### src/rtl/keypad_scanner.sv
// 4x3 keypad scanner: column drive, 2-flop row sync, per-frame one-hot decode, frame-level debounce.
// Latency (DEBOUNCE_CNT-1)*F .. (DEBOUNCE_CNT+1)*F+4 cycles (F = 3*SCAN_DIV); no backpressure, key_pulse is a bare strobe.
module keypad_scanner #(
    parameter int         SCAN_DIV     = 4,
    parameter int         DEBOUNCE_CNT = 3,
    parameter logic [3:0] NOKEY        = 4'd10
) (
    input  logic       clock,
    input  logic       reset,
    input  logic [3:0] row,
    output logic [2:0] col,
    output logic [3:0] key,
    output logic       key_pulse
);

    typedef enum logic [1:0] {
        COL0 = 2'd0,
        COL1 = 2'd1,
        COL2 = 2'd2
    } col_state_e;

    localparam logic [7:0] DIV_LAST = 8'(SCAN_DIV - 1);
    localparam logic [3:0] CNT_MAX  = 4'(DEBOUNCE_CNT);

    logic [3:0]  row_meta_q, row_meta_d;
    logic [3:0]  row_s_q, row_s_d;
    logic [7:0]  div_q, div_d;
    col_state_e  state_q, state_d;
    logic [11:0] frame_q, frame_d;
    logic [3:0]  frame_code_q, frame_code_d;
    logic        frame_vld_q, frame_vld_d;
    logic [3:0]  cand_q, cand_d;
    logic [3:0]  cnt_q, cnt_d;
    logic [3:0]  key_q, key_d;
    logic        pulse_q, pulse_d;
    logic        slot_last;
    logic [2:0]  col_drv;

    // Frame bit c*4+r holds row r of column c; anything not exactly one digit is NOKEY.
    function automatic logic [3:0] decode_frame(input logic [11:0] f);
        logic [3:0] code;
        case (f)
            12'h001: code = 4'd1;
            12'h002: code = 4'd4;
            12'h004: code = 4'd7;
            12'h010: code = 4'd2;
            12'h020: code = 4'd5;
            12'h040: code = 4'd8;
            12'h080: code = 4'd0;
            12'h100: code = 4'd3;
            12'h200: code = 4'd6;
            12'h400: code = 4'd9;
            default: code = NOKEY;
        endcase
        return code;
    endfunction

    always_comb begin
        row_meta_d   = row;
        row_s_d      = row_meta_q;
        slot_last    = (div_q == DIV_LAST);
        div_d        = slot_last ? 8'd0 : div_q + 8'd1;
        state_d      = state_q;
        frame_d      = frame_q;
        frame_code_d = frame_code_q;
        frame_vld_d  = 1'b0;
        col_drv      = 3'b110;

        case (state_q)
            COL0: begin
                col_drv = 3'b110;
                if (slot_last) begin
                    frame_d[3:0] = ~row_s_q;
                    state_d      = COL1;
                end
            end
            COL1: begin
                col_drv = 3'b101;
                if (slot_last) begin
                    frame_d[7:4] = ~row_s_q;
                    state_d      = COL2;
                end
            end
            COL2: begin
                col_drv = 3'b011;
                if (slot_last) begin
                    frame_d[11:8] = ~row_s_q;
                    state_d       = COL0;
                    // Decode includes the column-2 sample landing on this same edge.
                    frame_code_d  = decode_frame(frame_d);
                    frame_vld_d   = 1'b1;
                end
            end
            default: begin
                col_drv = 3'b110;
                state_d = COL0;
            end
        endcase

        cand_d  = cand_q;
        cnt_d   = cnt_q;
        key_d   = key_q;
        pulse_d = 1'b0;
        if (frame_vld_q) begin
            if (frame_code_q == cand_q) begin
                if (cnt_q != CNT_MAX) begin
                    cnt_d = cnt_q + 4'd1;
                end
            end else begin
                cand_d = frame_code_q;
                cnt_d  = 4'd1;
            end
            if ((cnt_d == CNT_MAX) && (cand_d != key_q)) begin
                key_d   = cand_d;
                pulse_d = (cand_d != NOKEY);
            end
        end
    end

    always_ff @(posedge clock or negedge reset) begin
        if (!reset) begin
            row_meta_q   <= 4'b1111;
            row_s_q      <= 4'b1111;
            div_q        <= 8'd0;
            state_q      <= COL0;
            frame_q      <= 12'h000;
            frame_code_q <= NOKEY;
            frame_vld_q  <= 1'b0;
            cand_q       <= NOKEY;
            cnt_q        <= 4'd0;
            key_q        <= NOKEY;
            pulse_q      <= 1'b0;
        end else begin
            row_meta_q   <= row_meta_d;
            row_s_q      <= row_s_d;
            div_q        <= div_d;
            state_q      <= state_d;
            frame_q      <= frame_d;
            frame_code_q <= frame_code_d;
            frame_vld_q  <= frame_vld_d;
            cand_q       <= cand_d;
            cnt_q        <= cnt_d;
            key_q        <= key_d;
            pulse_q      <= pulse_d;
        end
    end

    assign col       = col_drv;
    assign key       = key_q;
    assign key_pulse = pulse_q;

endmodule

### config.mk
export PLATFORM = sky130hd
export DESIGN_NAME = keypad_scanner
export DESIGN_NICKNAME = d
export VERILOG_FILES = /design/src/rtl/keypad_scanner.sv
export SDC_FILE = /design/constraint.sdc
export NUM_CORES = 1
export LEC_CHECK = 0
export BUFFER_PORTS_ARGS = -buffer_cell sky130_fd_sc_hd__clkbuf_2
export CAP_MARGIN = 20
export CORE_ASPECT_RATIO = 0.8
export CORE_UTILIZATION = 45
export DETAILED_ROUTE_END_ITERATION = 7
export PLACE_DENSITY = 0.68
export SYNTH_ARGS = -nofsm -noshare
export SYNTH_HDL_FRONTEND = slang
export SYNTH_SLANG_ARGS = --single-unit
### constraint.sdc
create_clock -name clock -period 2.57 [get_ports clock]
set_input_delay 0.257 -clock clock [delete_from_list [all_inputs] [get_ports clock]]
set_output_delay 0.257 -clock clock [all_outputs]
set_load 0.01 [all_outputs]
==> Word level (Yosys, flattened, before mapping) <==
Cells that the tools add are included.
{ "classes": {"n_mux": 16, "eq_ne": 21, "addsub": 2, "n_reduce_logical": 7, "bitwise_logic": 1} }
{ "op_table": {"columns": ["cell", "count"], "rows": [
  ["one-hot mux 4 bit (10 select lines)", 1],
  ["2-to-1 mux 4 bit", 5],
  ["== test 12 x 1 -> 1 bit (second input constant)", 1],
  ["== test 12 x 10 -> 1 bit (second input constant)", 1],
  ["== test 12 x 11 -> 1 bit (second input constant)", 1],
  ["== test 12 x 2 -> 1 bit (second input constant)", 1],
  ["== test 12 x 3 -> 1 bit (second input constant)", 1],
  ["== test 12 x 5 -> 1 bit (second input constant)", 1],
  ["== test 12 x 6 -> 1 bit (second input constant)", 1],
  ["== test 12 x 7 -> 1 bit (second input constant)", 1],
  ["== test 12 x 8 -> 1 bit (second input constant)", 1],
  ["== test 12 x 9 -> 1 bit (second input constant)", 1],
  ["adder 8 x 1 -> 8 bit (second input constant)", 1],
  ["== test 8 x 2 -> 1 bit (second input constant)", 1],
  ["2-to-1 mux 8 bit", 1],
  ["AND reduction 2 bit", 4],
  ["2-to-1 mux 2 bit", 3],
  ["inequality test 2 bit (second input constant)", 3],
  ["one-hot mux 2 bit (3 select lines)", 1],
  ["one-hot mux 3 bit (2 select lines)", 1],
  ["adder 4 x 1 -> 4 bit (second input constant)", 1],
  ["== test 4 x 2 -> 1 bit (second input constant)", 1],
  ["== test 4 bit", 1],
  ["2-to-1 mux 1 bit", 4],
  ["other kinds (9)", 9]
]} }
{ "totals": {"regBits": 44, "inputBits": 6, "output_inout_bits": 8} }

==> Depth between registers and ports, before layout <==
Gate-level depths: netlist (run 1).
{ "depth": {"ltp_word": 8, "mapped_depth": 9, "ltp_nobuf": 8} }

==> Worst setup path after synthesis (run 1) <==
OpenSTA, ideal clock, no wires.
{ "synth_path": {"path_type": "flip-flop to flip-flop", "from": "reg row_s_q[1]", "to": "reg frame_code_q[1]", "arrival_ns": 1.696, "path_buffers": 1, "path_slack_ns": 0.794, "stages_incl_launch_ff": 6, "period_less_slack_ns": 1.776, "path_cell_list": "dfstp_2 clkbuf_1 nand4_1 or4_1 and3_1 o22a_1"} }
{ "synth_between": {"elab_chain_len": 3, "elab_cells_between_ends": 12, "classes_between": "eq/ne: 10; mux: 1; bitwise: 1"} }
{ "synth_rtl": {"columns": ["item", "line_no", "source"], "rows": [
  ["start: declaration", "26", "logic [3:0] row_s_q, row_s_d;"],
  ["start signal: assignment", "135", "row_s_q <= row_s_d;"],
  ["NOT 4 bit (*)", "87", "frame_d[11:8] = ~row_s_q;"],
  ["== test 12 x 11 -> 1 bit (tied with other cells)", "42", "case (f)"],
  ["one-hot mux 4 bit (10 select lines) (*)", "42", null],
  ["end signal: assignment", "139", "frame_code_q <= frame_code_d;"],
  ["end: declaration", "30", "logic [3:0] frame_code_q, frame_code_d;"]
]} }
Mark *: on every way between the ends. The rest lies on a longest branch, timed or not.
A chain may end at the register's enable or synchronous reset.

==> Final worst setup path (run 1) <==
{ "layout_path": {"from": "reg div_q[0]", "to": "reg frame_code_q[1]"} }
{ "layout_between": {"elab_chain_len": 2} }
{ "layout_rtl": {"columns": ["item", "line_no", "source"], "rows": [
  ["start: declaration", "27", "logic [7:0] div_q, div_d;"],
  ["start signal: assignment", "136", "div_q <= div_d;"],
  ["== test 8 x 2 -> 1 bit", "61", "slot_last = (div_q == DIV_LAST);"],
  ["AND reduction 2 bit (no line)", null, null]
]} }
Every way passes these cells.

==> flow_summary.json, run 1 <==
{
  "syn_nets": 200,
  "ys.warnings.count": 0,
  "final_area_sq_um": 2330,
  "htreeDepth": 2,
  "endpoint": "frame_code_q[1]$_DFFE_PN1P_",
  "syn_area_per_cell_sq_um": 11.1,
  "synthAdderAreaFrac_pct": 4.21,
  "die_y_um": 62.8,
  "grt_overflow": 0,
  "grt_pass1_wl_mm": 6.20,
  "port-buffer-count": 13,
  "finalSetupViolCount": 0,
  "grt_use_met2_pct": 26.2,
  "peakVddDrop_uv": 437,
  "drt_wl_total_mm": 3.58,
  "hold_viol": 0,
  "required_ns": 2.79,
  "p_per_area_nw_per_um2": 559,
  "avgViaCountPerCell": 5.34,
  "grt_pass1_vias": 1386,
  "arrival_ns": 2.16,
  "synth-simple-area-share_pct": 16.7,
  "r2r_setup_slack_ns": 0.64,
  "synth-edff-count": 0,
  "grtUsageTotal_pct": 16.3,
  "synth_common_cells": "dfrtp_1, nand2_1, xnor2_1",
  "hpwlAfterDp_mm": 2.47,
  "placementRows": 21,
  "syn_inst": 187,
  "placed_area_sq_um": 2190,
  "synth_top_family_by_area": "simple AND/OR/NAND/NOR gates",
  "path_clk_slew_ns": 0.08,
  "cap_violations": 0,
  "use_met1_pct": 20.4,
  "met3_usage_pct": 4.82,
  "clockBufferDepth": 2,
  "cp-startpoint": "div_q[0]$_DFF_PN0_",
  "criticalPathCategory": "flip-flop to flip-flop",
  "synthesis.area_sq_um": 2080,
  "rr_endpoint": "frame_code_q[1]$_DFFE_PN1P_",
  "reg2regPathDepth": 8,
  "fin_tns_setup_ns": 0,
  "synth_top_area_share_pct": 36.1,
  "cts_sinks": 44,
  "hold_path_class": "input pin to flip-flop",
  "die-area_sq_um": 4900,
  "root_buffer": "clkbuf_8",
  "power_w": 0.00130,
  "grt_max_degree": 45,
  "worst_slack_ns": 0.637,
  "nNetsFinal": 216,
  "worstPathMaxFanout": 9,
  "relSlewSlack_pct": 61.6,
  "drive_gt1_share_pct": 23.5,
  "synth-main-ff-cell": "dfrtp_1",
  "fin_crit_sh_pct": 75.2,
  "r2r-start": "div_q[0]$_DFF_PN0_",
  "yosysTopAreaCell": "dfrtp_1",
  "cp-end-kind": "flip-flop",
  "synth-xor-area-share_pct": 8.83,
  "ys_seq_elements": 44,
  "cts_tree": "yes",
  "rsz0062_at_grt": "false",
  "synth_compound_area_share_pct": 9.19,
  "ios": 14,
  "synth_mux_area_share_pct": 4.81,
  "ant_nets": 0,
  "wl_per_cell_um": 13.7,
  "drt_pass1_iterations": 5,
  "clock_skew_ns": 0.00471,
  "ys_top_cells_by_area": "dfrtp_1, dfstp_2, xnor2_1",
  "ys_types": 41,
  "synthArstFlopShare_pct": 100,
  "fin_util_pct": 54.1,
  "clk_latency_ns": 0.29,
  "antennaDiodeCount": 0,
  "gp_routability_congestion": 0.889,
  "num_vias": 1393,
  "place_ws_ns": 0.640,
  "syn_to_final_growth_pct": 12.0,
  "crit_path_start_kind": "flip-flop",
  "antenna_found_initial": 0,
  "die_x_um": 78.1,
  "numCtsBuffers": 5,
  "grt-busiest-layer": "met2",
  "drtIter0Drc": 74,
  "fmaxAchievable_mhz": 517,
  "start_util_pct": 48.3,
  "slew_viol_final": 0,
  "p_leak_nw": 1.01,
  "drc_errors": 0,
  "fillers": 385,
  "fp.coreArea_sq_um": 4310,
  "fin_crit_ns": 1.93,
  "status": "completed",
  "seq_area_frac_synth_pct": 53.7,
  "synth.most_common_cell": "dfrtp_1",
  "tightest_slew_ns": 0.576
}
## power breakdown
part | total, W | internal, W | leakage [nW] | switching (W)
logic | 0.0000822 | 0.0000373 | 0.421 | 0.0000449
clock network | 0.000475 | 0.000249 | 0.0534 | 0.000226
registers | 0.000746 | 0.000719 | 0.535 | 0.0000275
## worst max-delay path: stages, from the launching register on
cell and delay, ns:
dfrtp_1 0.38, ha_1 0.21, nor3b_1 0.17, and2_1 0.31, nand2_1 0.15, inv_1 0.17
o31a_1 0.20, o31ai_2 0.08, o22a_1 0.19
## how the worst min path moves through the flow
stage / to / slack, ns / cells past startpoint / startpoint
floorplan: cand_q[0]$_DFFE_PN0P_ / -0.04 / 0 / reset
global placement: row_meta_q[3]$_DFF_PN1_ / 0.34 / 1 / row[3]
detailed placement: row_meta_q[3]$_DFF_PN1_ / 0.35 / 1 / row[3]
CTS: row_meta_q[3]$_DFF_PN1_ / 0.03 / 1 / row[3]
global route: row_meta_q[1]$_DFF_PN1_ / 0.02 / 1 / row[1]
finish: row_meta_q[2]$_DFF_PN1_ / 0.04 / 1 / row[2]
## per-stage QoR
step                hold WS (ns)  cells
finish                    0.0372    261
global route              0.0196    261
CTS                       0.0273    259
detailed placement         0.346    251
global placement           0.344    251
floorplan                -0.0386    187
## layout make-up
class	count	area (sq um)	share of cell area, %
clock buffers	7	97.6	4.18
well taps	57	71.3	3.06
flip-flops and latches	44	1120	48.0
repair buffers	15	103	4.40
inverters	7	26.3	1.13
clock inverters	1	5.00	0.215
multi-input cells	130	911	39.1
## flip-flops by register name, summed over array words and instances, names as in the netlist
signal	cells
frame_q	8
row_meta_q	4
row_s_q	4
key	4
cand_q	4
cnt_q	4
key_pulse	1
div_q	8
frame_code_q	4
state_q	2
frame_vld_q	1
## kinds of logic after synthesis
kind of cell	count (synthesis)
simple gates	65
flops	44
compound gates	28
xor+xnor	21
buf+inv	13
mux	9
fa+ha+maj	7
## per-layer routing
metal,wire length [um],vias up
li1,-,685
met3,181,9
met2,1600,40
met1,1740,659
met5,0,-
met4,62,0
## cells in the final DEF (no fill, tap or decap), types with 2 or more instances in the layout
master    instances
o21ai_0          12
xnor2_1          17
xor2_1            4
nand4_1           3
nand2b_1          3
nor2_1           13
inv_1             7
nand3_1           7
o22a_1            4
a21oi_1           3
nand2_1          19
dfrtp_1          30
dfstp_2          14
nor4_1            2
mux2_2            8
ha_1              7
and3_1            4
nor3_1            2
clkbuf_2         13
clkbuf_8          5
nor3b_1           2
## timing repair
| action | in CTS | in global routing |
|---|---|---|
| gates resized for setup | 0 | 0 |
| hold endpoints to repair | 0 | 15 |
| buffers inserted | 0 | 0 |
| hold buffers | 0 | 1 |
No activity file was read; power rests on OpenSTA's default activity.
==> run 2: changes to the inputs <==
--- a/config.mk
+++ b/config.mk
@@ -5,6 +5,7 @@
 export SDC_FILE = /design/constraint.sdc
 export NUM_CORES = 1
 export LEC_CHECK = 0
+export ABC_AREA = 1
 export BUFFER_PORTS_ARGS = -buffer_cell sky130_fd_sc_hd__clkbuf_2
 export CAP_MARGIN = 20
 export CORE_ASPECT_RATIO = 0.8
==> constraint.sdc (replaced) <==
create_clock -name clock -period 2 [get_ports clock]
set_input_delay 0.2 -clock clock [delete_from_list [all_inputs] [get_ports clock]]
set_output_delay 0.2 -clock clock [all_outputs]
set_load 0.01 [all_outputs]
==> run 2 against run 1 <==
Compared with the run above: utilization decreased by 1.0 points; non-clock buffer count grew 4; first-iteration DRC count grew 57%; via count rose by 16%; highest routed layer unchanged; sequential power up 29%; largest power group unchanged; cell area rose by 4.6%; clock power rose by 24%; total power rose by 31%.
==> flow_summary.json, run 2 <==
{
  "status": "completed",
  "synth.most_common_cell": "nand2_1",
  "worstPathMaxFanout": 5,
  "port-buffer-count": 13,
  "clk_latency_ns": 0.31,
  "critPathTopFamily": "simple AND/OR/NAND/NOR gates",
  "worst_path_max_delay_cell": "dfrtp_1",
  "fin_tns_setup_ns": 0,
  "synth-xor-area-share_pct": 4.08,
  "synth_compound_area_share_pct": 7.16,
  "criticalPathCategory": "flip-flop to flip-flop",
  "switching_share_pct": 25.5,
  "hold_viol": 0,
  "syn_inst": 258,
  "drive_gt1_share_pct": 17.6,
  "ios": 14,
  "drt_wl_total_mm": 3.79,
  "regArea_sq_um": 1120,
  "syn_nets": 271,
  "synth-edff-count": 0,
  "path_cells": "ha_1 > nand3_1 > xor2_1 > nand2_1 > nor2_4 > nand2_4 > nand2_1 > nand2_1",
  "fmaxAchievable_mhz": 626,
  "relSlewSlack_pct": 63.5,
  "ant_nets": 0,
  "rr_endpoint": "key[2]$_DFFE_PN0P_",
  "cts_tree": "yes",
  "p_int_w": 0.00127,
  "synthesis.area_sq_um": 2150,
  "cts_resized": 0,
  "grt_max_degree": 45,
  "ys_types": 23,
  "drt_pass1_iterations": 4,
  "p_sw_w": 0.000435,
  "arrival_ns": 1.81,
  "p_per_area_nw_per_um2": 700,
  "placed_area_sq_um": 2290,
  "path_clk_slew_ns": 0.09,
  "synth_top_family_by_area": "simple AND/OR/NAND/NOR gates",
  "synthArstFlopShare_pct": 100,
  "p_leak_nw": 1.23,
  "grt_pass1_vias": 1516,
  "fp.coreArea_sq_um": 4600,
  "reg2regPathDepth": 8,
  "nNetsFinal": 296,
  "power_w": 0.00171,
  "fin_util_pct": 53.1,
  "peakVddDrop_uv": 490,
  "multiInputGateArea_sq_um": 895,
  "drc_errors": 0,
  "syn_to_final_growth_pct": 13.6,
  "hpwlAfterDp_mm": 2.69,
  "antennaDiodeCount": 0,
  "fin_crit_sh_pct": 79.9,
  "final_common_cell": "nand2_1",
  "htreeDepth": 2,
  "start_util_pct": 46.7,
  "final_area_sq_um": 2440,
  "synth_common_cells": "nand2_1, inv_1, dfrtp_1",
  "syn_area_per_cell_sq_um": 8.33,
  "numCtsBuffers": 5,
  "cp-startpoint": "cnt_q[0]$_DFFE_PN0P_",
  "cp_slowest_stage_delay_ns": 0.44,
  "die-area_sq_um": 5060,
  "fillers": 432,
  "p_seq_share_pct": 56.2,
  "die_x_um": 79.3,
  "placementRows": 22,
  "cp_num_cells": 8,
  "cts_sinks": 44,
  "slew_viol_final": 0,
  "reg.largest.list": "div_q: 8 flops, frame_q: 8 flops",
  "synth_top_area_share_pct": 34.9,
  "post_cts_buffers": 0,
  "drtIter0Drc": 116,
  "crit_path_start_kind": "flip-flop",
  "synthAdderAreaFrac_pct": 4.08,
  "gp_routability_congestion": 0.760,
  "grt_pass1_wl_mm": 6.63,
  "cap_violations": 0,
  "die_y_um": 63.8,
  "clockBufferDepth": 2,
  "grtUsageTotal_pct": 17.3,
  "ys_top_cells_by_area": "dfrtp_1, dfstp_2, nand2_1",
  "grt_overflow": 0,
  "root_buffer": "clkbuf_8",
  "antenna_found_initial": 0,
  "power_frac_comb_pct": 9.2,
  "num_vias": 1621,
  "wl_per_cell_um": 11.0,
  "dp_cells": 331,
  "rsz0062_at_grt": "false",
  "ys.warnings.count": 0,
  "seq_area_frac_synth_pct": 52.1,
  "hold_buffers": 5,
  "tightest_slew_ns": 0.547,
  "timing.critical_path.mode_cell": "nand2_1",
  "fin_crit_ns": 1.60,
  "synth-simple-area-share_pct": 26.3,
  "ys_seq_elements": 44,
  "stdcell_count": 344,
  "r2r_setup_slack_ns": 0.40,
  "synth_mux_area_share_pct": 0,
  "endpoint": "key[2]$_DFFE_PN0P_",
  "finalSetupViolCount": 0,
  "path_buf_inv": 0,
  "hold_path_class": "flip-flop to flip-flop",
  "layout_common_cells": "nand2_1, inv_1, dfrtp_1",
  "clock_skew_ns": 0.0153,
  "required_ns": 2.21,
  "r2r-start": "cnt_q[0]$_DFFE_PN0P_",
  "avgViaCountPerCell": 4.71,
  "p_clk_share_pct": 34.6,
  "synth-main-ff-cell": "dfrtp_1",
  "yosysTopAreaCell": "dfrtp_1",
  "cp-end-kind": "flip-flop"
}
run 2: cell types whose count changed after synthesis, sizes merged, moves of 3 or more:
cell	change
o21ai	+12
nand3	+4
and3	-4
nand2b	-3
nor2	+18
buf	-3
mux2	-8
nor4	-3
nand2	+58
xor2	+6
o22a	-4
nor3	+5
xnor2	-17
inv	+28
run 2: cell families after synthesis:
logic type | count (synthesis)
AO/OA/AOI/OAI | 29
adder cells (fa/ha/maj) | 7
buffers and inverters | 36
flip-flops | 44
AND/OR/NAND/NOR | 132
XOR/XNOR | 10
run 2: power by group through the flow:
stage,clock network [W],registers [W],logic [W]
floorplan,0,0.000974,0.0000994
finish,0.000591,0.000960,0.000158
global placement,0,0.000975,0.000149
detailed placement,0,0.000976,0.000151
global route,0.000654,0.000965,0.000184
CTS,0.000612,0.000960,0.000160
run 2: area by class of cell:
type / instances / share of cell area (%)
clock inverter: 2 / 0.615
tap: 60 / 3.08
timing repair buffer: 19 / 5.03
inverter: 35 / 5.38
multi-input combinational: 178 / 36.7
sequential: 44 / 45.8
clock buffer: 6 / 3.38
run 2: worst min-delay path by stage:
stage,slack (ns),start,to,cells after the start
after floorplan,-0.1,reset,cand_q[0]$_DFFE_PN0P_,0
after global placement,0.29,row[3],row_meta_q[3]$_DFF_PN1_,1
after detailed placement,0.29,row[2],row_meta_q[2]$_DFF_PN1_,1
after CTS,0.36,row_meta_q[2]$_DFF_PN1_,row_s_q[2]$_DFF_PN1_,0
after global routing,0.36,row_meta_q[2]$_DFF_PN1_,row_s_q[2]$_DFF_PN1_,0
final,0.36,row_meta_q[3]$_DFF_PN1_,row_s_q[3]$_DFF_PN1_,0
run 2: metrics by stage:
step           hold WS [ns]  setup WS (ns)
2_1_floorplan       -0.0956          0.547
3_3_place_gp          0.288          0.436
3_5_place_dp          0.289          0.412
4_1_cts               0.361          0.398
5_1_grt               0.362          0.210
6_report              0.359          0.401
run 2: layer usage:
metal	vias to the layer above	global-route usage, %	part of all wire [%]
met1	733	22.9	50
li1	855	-	-
met4	0	6.14	1.5
met5	-	0	0
met2	27	26.3	44
met3	6	6.00	4.0
==> run 3: changes to the inputs <==
--- a/config.mk
+++ b/config.mk
@@ -11,7 +11,7 @@
 export CORE_ASPECT_RATIO = 0.8
 export CORE_UTILIZATION = 45
 export DETAILED_ROUTE_END_ITERATION = 7
-export PLACE_DENSITY = 0.68
+export PLACE_DENSITY = 0.71
 export SYNTH_ARGS = -nofsm -noshare
 export SYNTH_HDL_FRONTEND = slang
 export SYNTH_SLANG_ARGS = --single-unit
==> constraint.sdc (replaced) <==
create_clock -name clock -period 1.4 [get_ports clock]
set_input_delay 0.14 -clock clock [delete_from_list [all_inputs] [get_ports clock]]
set_output_delay 0.14 -clock clock [all_outputs]
set_load 0.01 [all_outputs]
==> run 3 against run 2 <==
Compared with the run above: the flow now finishes with violations (negative setup slack); total power is 42% higher; sequential share of layout area is 8.0 points lower; fmax is 4.7% higher; worst setup slack worse by 0.53 ns; first-iteration DRC count is 0.86% higher; critical path depth is 1 higher; worst hold slack worse by 0.010 ns; critical path type unchanged; largest cell class is now multi-input combinational cells.
==> flow_summary.json, run 3 (synthesis gave the netlist of run 2 again) <==
{
  "status": "finished, violations left",
  "violations": "negative setup slack",
  "avgViaCountPerCell": 4.78,
  "clockBufferDepth": 2,
  "syn_to_final_growth_pct": 37.7,
  "fmaxAchievable_mhz": 655,
  "wl_per_cell_um": 12.1,
  "fin_crit_sh_pct": 109,
  "whs_ns": 0.349,
  "clk_latency_ns": 0.29,
  "arrival_ns": 1.72,
  "die-area_sq_um": 5060,
  "critPathTopFamily": "simple AND/OR/NAND/NOR gates",
  "final_common_cell": "nand2_1",
  "peakVddDrop_uv": 688,
  "placementRows": 22,
  "port-buffer-count": 13,
  "path_buf_inv": 1,
  "fin_util_pct": 64.3,
  "num_vias": 1796,
  "path_clk_slew_ns": 0.08,
  "dp_cells": 357,
  "cts_sinks": 44,
  "stdcell_count": 376,
  "multiInputGateArea_sq_um": 1140,
  "nNetsFinal": 329,
  "drt_wl_total_mm": 4.56,
  "layout_common_cells": "nand2_1, dfrtp_1, inv_1",
  "p_leak_nw": 1.45,
  "p_sw_w": 0.000610,
  "rsz0062_at_grt": "true",
  "finalSetupViolCount": 10,
  "start_util_pct": 46.7,
  "crit_path_start_kind": "flip-flop",
  "htreeDepth": 2,
  "ant_nets": 0,
  "die_x_um": 79.3,
  "path_cells": "inv_2 > nand2_2 > nand2_2 > nor2_4 > nand4_4 > nor2_4 > nand2_4 > nand2_1 > nand2_1",
  "grt_pass1_wl_mm": 6.98,
  "drtIter0Drc": 117,
  "hpwlAfterDp_mm": 2.93,
  "cp_slowest_stage_delay_ns": 0.58,
  "root_buffer": "clkbuf_8",
  "fin_crit_ns": 1.53,
  "cap_violations": 0,
  "worst_slack_ns": -0.126,
  "drc_errors": 0,
  "regArea_sq_um": 1120,
  "p_clk_share_pct": 30.6,
  "hold_path_class": "input pin to async pin",
  "grt_max_degree": 45,
  "cp-end-kind": "flip-flop",
  "grtUsageTotal_pct": 17.9,
  "fp.coreArea_sq_um": 4600,
  "antennaDiodeCount": 0,
  "grt_overflow": 0,
  "grt_pass1_vias": 1681,
  "numCtsBuffers": 5,
  "p_seq_share_pct": 56.3,
  "worstPathMaxFanout": 5,
  "place_ws_ns": -0.0874,
  "die_y_um": 63.8,
  "ios": 14,
  "fillers": 358,
  "tightest_slew_ns": 0.403,
  "p_int_w": 0.00182,
  "switching_share_pct": 25.2,
  "slew_viol_final": 0,
  "gp_routability_congestion": 0.817,
  "antenna_found_initial": 0,
  "required_ns": 1.59,
  "cts_tree": "yes",
  "criticalPathCategory": "flip-flop to flip-flop",
  "drive_gt1_share_pct": 38.9,
  "reg.largest.list": "div_q: 8 flops, frame_q: 8 flops",
  "fin_tns_setup_ns": -0.763,
  "p_per_area_nw_per_um2": 820,
  "worst_path_max_delay_cell": "dfstp_2",
  "drt_pass1_iterations": 4,
  "power_frac_comb_pct": 13.0,
  "clock_skew_ns": 0.00630,
  "hold_viol": 0,
  "relSlewSlack_pct": 73.1
}
-- run 3: cell types whose count changed in the layout (fill, tap and decap cells not counted), moves of 9 or more --
| cell | previous run | this run |
|---|---|---|
| nand2_1 | 77 | 57 |
| o21ai_0 | 24 | 8 |
| buf_6 | 0 | 9 |
| buf_4 | 1 | 23 |
| o21ai_1 | 0 | 12 |
| nand2_2 | 0 | 15 |
-- run 3: path summary, 6_finish.rpt --
path,startpoint,end,slack (ns),cells past startpoint
worst min-delay path,reset,div_q[3]$_DFF_PN0_,0.35,3
min in group clock,row_meta_q[0]$_DFF_PN1_,row_s_q[0]$_DFF_PN1_,0.36,0
worst max register to register,frame_code_q[3]$_DFFE_PN1P_,key[2]$_DFFE_PN0P_,-0.13,9
worst min register to register,row_meta_q[0]$_DFF_PN1_,row_s_q[0]$_DFF_PN1_,0.36,0
worst max-delay path,frame_code_q[3]$_DFFE_PN1P_,key[2]$_DFFE_PN0P_,-0.13,9
max in group asynchronous,reset,row_meta_q[2]$_DFF_PN1_,0.77,3
-- run 3: what timing repair did --
action	CTS	global route
gates resized for setup	16	73
gates cloned	0	2
pin swaps	10	13
setup endpoints to repair	19	26
buffers inserted	3	2
hold buffers	5	0
hold endpoints to repair	34	0
-- run 3: cell type report --
| type | count | area share (%) |
|---|---|---|
| Tap cell | 60 | 2.54 |
| Inverter | 35 | 4.86 |
| Clock inverter | 1 | 0.169 |
| Multi-Input combinational cell | 180 | 38.5 |
| Timing Repair Buffer | 50 | 13.7 |
| Clock buffer | 6 | 2.45 |
| Sequential cell | 44 | 37.8 |
-- run 3: power groups by stage --
| stage | clock (W) | combinational, W | sequential [W] |
|---|---|---|---|
| detailed placement | 0 | 0.000249 | 0.00139 |
| CTS | 0.000760 | 0.000273 | 0.00136 |
| finish | 0.000743 | 0.000316 | 0.00137 |
| floorplan | 0 | 0.000141 | 0.00139 |
| global route | 0.000830 | 0.000356 | 0.00137 |
| global placement | 0 | 0.000242 | 0.00139 |
-- run 3: through the flow --
step	power, W	area, sq um
finish	0.00243	2960
global route	0.00256	2960
CTS	0.00240	2700
detailed placement	0.00164	2500
global placement	0.00163	2500
floorplan	0.00153	2150
-- run 3: routing by layer --
layer | GRT usage [%] | part of all wire (%) | vias up
met1 | 21.7 | 46 | 837
li1 | - | - | 922
met2 | 31.1 | 49 | 30
met3 | 3.86 | 3.6 | 7
met4 | 6.14 | 1.1 | 0
met5 | 0 | 0 | -
-- run 3: tightest hold or removal path, cell delays in order --
cell           delay [ns]
dlygate4sd3_1        0.52
clkbuf_2             0.13
buf_12               0.23
